===== src/rtl/mips_pkg.sv =====
// Shared write-back types and default widths for the register-file write buffer.
package mips_pkg;

  localparam int WB_DEPTH  = 4;
  localparam int WB_ADDR_W = 5;
  localparam int WB_DATA_W = 32;

  typedef struct packed {
    logic [WB_ADDR_W-1:0] rd;
    logic [WB_DATA_W-1:0] data;
  } wb_entry_t;

endpackage


===== src/rtl/wb_match.sv =====
// Youngest-entry search for one source register over the pending-write ring.
module wb_match
  import mips_pkg::*;
#(
  parameter int DEPTH  = WB_DEPTH,
  parameter int ADDR_W = WB_ADDR_W,
  parameter int DATA_W = WB_DATA_W
) (
  input  logic [ADDR_W-1:0]      rs,
  input  logic [$clog2(DEPTH)-1:0] rd_ptr,
  input  logic [$clog2(DEPTH):0] count,
  input  logic [ADDR_W-1:0]      ent_reg  [DEPTH],
  input  logic [DATA_W-1:0]      ent_data [DEPTH],
  output logic                   hit,
  output logic [DATA_W-1:0]      data
);

  localparam int PTR_W = $clog2(DEPTH);

  // Walk from oldest to youngest so the last match seen is the youngest one.
  always_comb begin
    logic [PTR_W-1:0] idx;
    hit  = 1'b0;
    data = '0;
    idx  = '0;
    for (int k = 0; k < DEPTH; k++) begin
      idx = rd_ptr + PTR_W'(k);
      if ((k < int'(count)) && (rs != '0) && (ent_reg[idx] == rs)) begin
        hit  = 1'b1;
        data = ent_data[idx];
      end
    end
  end

endmodule


===== src/rtl/wb_buffer.sv =====
// Pending register-file write queue with per-source pending/forwarding lookup.
// Define WB_BUFFER_BYPASS_EN to drive fwd_hit/fwd_data from the youngest match.
module wb_buffer
  import mips_pkg::*;
#(
  parameter int DEPTH  = WB_DEPTH,
  parameter int ADDR_W = WB_ADDR_W,
  parameter int DATA_W = WB_DATA_W
) (
  input  logic                   clk,
  input  logic                   rst,
  input  logic                   in_valid,
  output logic                   in_ready,
  input  logic [ADDR_W-1:0]      in_reg,
  input  logic [DATA_W-1:0]      in_data,
  input  logic                   flush,
  input  logic                   rf_hold,
  output logic                   rf_we,
  output logic [ADDR_W-1:0]      rf_waddr,
  output logic [DATA_W-1:0]      rf_wdata,
  input  logic [ADDR_W-1:0]      rs1,
  input  logic [ADDR_W-1:0]      rs2,
  output logic                   pend1,
  output logic                   pend2,
  output logic                   fwd_hit1,
  output logic                   fwd_hit2,
  output logic [DATA_W-1:0]      fwd_data1,
  output logic [DATA_W-1:0]      fwd_data2,
  output logic [$clog2(DEPTH):0] count
);

  localparam int PTR_W = $clog2(DEPTH);
  localparam int CNT_W = PTR_W + 1;

`ifdef WB_BUFFER_BYPASS_EN
  localparam bit BYPASS_EN = 1'b1;
`else
  localparam bit BYPASS_EN = 1'b0;
`endif

  logic [ADDR_W-1:0] ent_reg  [DEPTH];
  logic [DATA_W-1:0] ent_data [DEPTH];
  logic [PTR_W-1:0]  rd_ptr;
  logic [PTR_W-1:0]  wr_ptr;
  logic              full;
  logic              empty;
  logic              push;
  logic              pop;
  logic [DATA_W-1:0] match_data1;
  logic [DATA_W-1:0] match_data2;

  assign full     = (count == CNT_W'(DEPTH));
  assign empty    = (count == '0);
  assign in_ready = !full;
  assign rf_we    = !empty && !rf_hold && !flush;
  assign pop      = rf_we;
  // Writes to r0 are consumed but never stored; flush wins over a push.
  assign push     = in_valid && in_ready && (in_reg != '0) && !flush;
  assign rf_waddr = empty ? '0 : ent_reg[rd_ptr];
  assign rf_wdata = empty ? '0 : ent_data[rd_ptr];

  always_ff @(posedge clk or posedge rst) begin
    if (rst) begin
      rd_ptr <= '0;
      wr_ptr <= '0;
      count  <= '0;
    end else if (flush) begin
      rd_ptr <= '0;
      wr_ptr <= '0;
      count  <= '0;
    end else begin
      if (push) wr_ptr <= wr_ptr + PTR_W'(1);
      if (pop)  rd_ptr <= rd_ptr + PTR_W'(1);
      count <= count + CNT_W'(push) - CNT_W'(pop);
    end
  end

  always_ff @(posedge clk) begin
    if (push) begin
      ent_reg[wr_ptr]  <= in_reg;
      ent_data[wr_ptr] <= in_data;
    end
  end

  wb_match #(.DEPTH(DEPTH), .ADDR_W(ADDR_W), .DATA_W(DATA_W)) u_match1 (
    .rs       (rs1),
    .rd_ptr   (rd_ptr),
    .count    (count),
    .ent_reg  (ent_reg),
    .ent_data (ent_data),
    .hit      (pend1),
    .data     (match_data1)
  );

  wb_match #(.DEPTH(DEPTH), .ADDR_W(ADDR_W), .DATA_W(DATA_W)) u_match2 (
    .rs       (rs2),
    .rd_ptr   (rd_ptr),
    .count    (count),
    .ent_reg  (ent_reg),
    .ent_data (ent_data),
    .hit      (pend2),
    .data     (match_data2)
  );

  assign fwd_hit1  = BYPASS_EN && pend1;
  assign fwd_hit2  = BYPASS_EN && pend2;
  assign fwd_data1 = BYPASS_EN ? match_data1 : '0;
  assign fwd_data2 = BYPASS_EN ? match_data2 : '0;

endmodule


===== config.mk =====
export PLATFORM = sky130hd
export DESIGN_NAME = wb_buffer
export DESIGN_NICKNAME = d
export VERILOG_FILES = /design/src/rtl/mips_pkg.sv /design/src/rtl/wb_match.sv /design/src/rtl/wb_buffer.sv
export SDC_FILE = /design/constraint.sdc
export NUM_CORES = 1
export LEC_CHECK = 0
export BUFFER_PORTS_ARGS = -buffer_cell sky130_fd_sc_hd__buf_2
export CORE_AREA = 2 2 171 173
export CTS_CLUSTER_SIZE = 30
export DETAILED_ROUTE_END_ITERATION = 6
export DIE_AREA = 0 0 173 175
export GPL_TIMING_DRIVEN = 0
export PLACE_DENSITY_LB_ADDON = 0.1
export SETUP_SLACK_MARGIN = 0.5
export SLEW_MARGIN = 20
export SYNTH_ARGS = -nofsm -noshare
export SYNTH_HDL_FRONTEND = slang
export SYNTH_HIERARCHICAL = 1
export SYNTH_SLANG_ARGS = --single-unit
export TNS_END_PERCENT = 10

===== constraint.sdc =====
create_clock -name clk -period 10.3 [get_ports clk]
set_clock_uncertainty 0.1 [all_clocks]
set_input_delay 1.03 -clock clk [delete_from_list [all_inputs] [get_ports clk]]
set_output_delay 1.03 -clock clk [all_outputs]
set_load 0.02 [all_outputs]

==> metrics <==
critical path class register to output pin; run status finished clean; worst vdd ir 0.1174 mV; die height 175 µm; syn_area_per_cell 15.64 µm²; crit path launch type register; area grow syn2layout 23.79%; # rows 62; WP data arrival 2.82 ns; mapped cell area 0.008304 mm²; Reg2Reg Launch Point count[1]; clk_lat worst skew 0.41 ns; Core Area 0.02839 mm²; max_cap viols 0; Critical Path RT 9.17 ns; filler instances 2,756; slowest cell on the critical path dfrtp_1; TritonCTS clock tree built; leakage power 3.752 nW; Detail Route Antenna Nets 0; Pwr Density 207.0 mW/mm²; Post-Route WL 19.76 mm; gp weighted congestion 0.7824; critical path endpoint pend2; grt ovf 0; CTS Hold Bufs 0; share of cells above drive strength 1 40.33%; routed vias 4,837; reg2reg setup slack 6.83 ns; clock buffer depth 2; die area 0.03028 mm²; fmax 0.2532 GHz; depth of the CTS H-tree 4; clock sink count 155; CP startpoint rd_ptr[1]; vias in the first global route 5,090; clk slew on worst S/H paths 0.06 ns; Final min period 3.949 ns; First DRT Iteration DRCs 248; Total Routing Usage GR 13.30%; Layout Nets 780; Final Hold Slack 0.4589 ns; final count of negative-setup-slack endpoints 0; number of flip-flops in the largest register 128; WL per Instance 17.63 µm; cts repair resizes 0; Top Ports 162; DRC errors left 0; Slew @ Worst Pin 0.8341 ns; Initial Util 29.25%; crit end category output pin; Levels on crit path 10; 1st-pass router iterations 4; Inserted Clock Buffers 17; final cycle utilization of the critical path 38.34%; Crit path buffers/inverters 4; root buf cell clkbuf_16; Ys Warns 6; die width 173 µm; Hold Vio Cnt, Final 0; Port Buffers 85; r2r endpoint count[2]; first-pass GRT wire length 30.23 mm; worst-path fanout max 10; Register-to-Register Path Depth 11; initial antenna violation count 5; delay of the slowest critical-path stage 0.48 ns; number of setup buffers added after CTS 0; worst min-delay path class primary input to async pin; final core utilization 36.21%; worst rel slew slack 44.15%; post-synthesis cell count 531; Vias/cell 4.315; HPWL Detailed 14.81 mm; RSZ-0062 raised after global routing false; CP Cell Sequence buf_4 > buf_6 > buf_6 > mux2i_1 > xnor2_1 > a2111oi_0 > mux2i_1 > o21bai_1 > nand3b_1 > buf_2; cell family with most CP delay buffers and inverters; fin. max-slew vios 0; Setup TNS 0 ns; largest net degree at the start of global routing 17
## per-stage QoR
stage / instances / area, µm² / power (mW) / setup slack [ns]
2_1_floorplan: 596 / 8548 / 1.300 / 5.641
3_3_place_gp: 1065 / 9454 / 1.522 / 2.564
3_5_place_dp: 1086 / 9673 / 1.533 / 6.393
4_1_cts: 1118 / 10270 / 2.165 / 6.305
5_1_grt: 1118 / 10270 / 2.244 / 6.175
6_report: 1121 / 10280 / 2.128 / 6.351
## metal layers
metal	track usage, %	routed length (µm)
met1	16.17	8245
met2	23.05	10060
met3	3.699	1150
met4	3.955	285
met5	0	21
## report_power, final
part           internal [mW]  switching (mW)  leakage, nW  total [mW]
logic                  0.315           0.422         2.03       0.737
registers              0.732          0.0363         1.44       0.768
clock network          0.381           0.243        0.286       0.624
## how the worst min path moves through the flow
stage,start,to,slack [ns],cells after the start
after floorplan,wr_ptr[1],wr_ptr[1],0.45,2
after global placement,wr_ptr[1],wr_ptr[1],0.47,2
after detailed placement,wr_ptr[1],wr_ptr[1],0.49,2
after CTS,rst,count[2],0.45,2
after global routing,rst,count[1],0.48,2
final,rst,count[2],0.46,2
## cells in the final DEF (no fill, tap or decap), types with 6 or more instances in the layout
| cell | count |
|---|---|
| dfrtp_1 | 7 |
| buf_6 | 19 |
| mux2i_1 | 39 |
| a21oi_1 | 6 |
| clkbuf_1 | 17 |
| buf_4 | 79 |
| mux4_2 | 53 |
| nor2_1 | 6 |
| nor2b_1 | 38 |
| nor3_1 | 7 |
| edfxtp_1 | 148 |
| conb_1 | 66 |
| or3_1 | 7 |
| inv_1 | 10 |
| buf_2 | 92 |
| o2111ai_1 | 6 |
| xor2_1 | 15 |
| ha_1 | 6 |
| clkbuf_16 | 17 |
| xnor2_1 | 30 |
## worst register-to-register path, cell delays in order, from the launching register on
cell and delay, ns:
dfrtp_1 0.53, nor3_1 0.68, clkbuf_1 0.53, nor3_1 0.15, ha_1 0.32, inv_1 0.05
ha_1 0.12, inv_1 0.05, fa_1 0.37, xor2_1 0.16, and2_1 0.18, nor3_1 0.14
## area by class of cell
cell class | count | area [µm²] | area share (%)
clock inverters | 15 | 173.9 | 1.692
plain buffers | 101 | 706.9 | 6.877
multi-input cells | 328 | 3197 | 31.10
flip-flops and latches | 155 | 4619 | 44.94
clock buffers | 17 | 425.4 | 4.138
inverters | 12 | 45.04 | 0.4382
well taps | 384 | 480.5 | 4.674
diodes | 3 | 7.507 | 0.07303
repair buffers | 106 | 624.3 | 6.073
No activity file was read; power rests on OpenSTA's default activity.
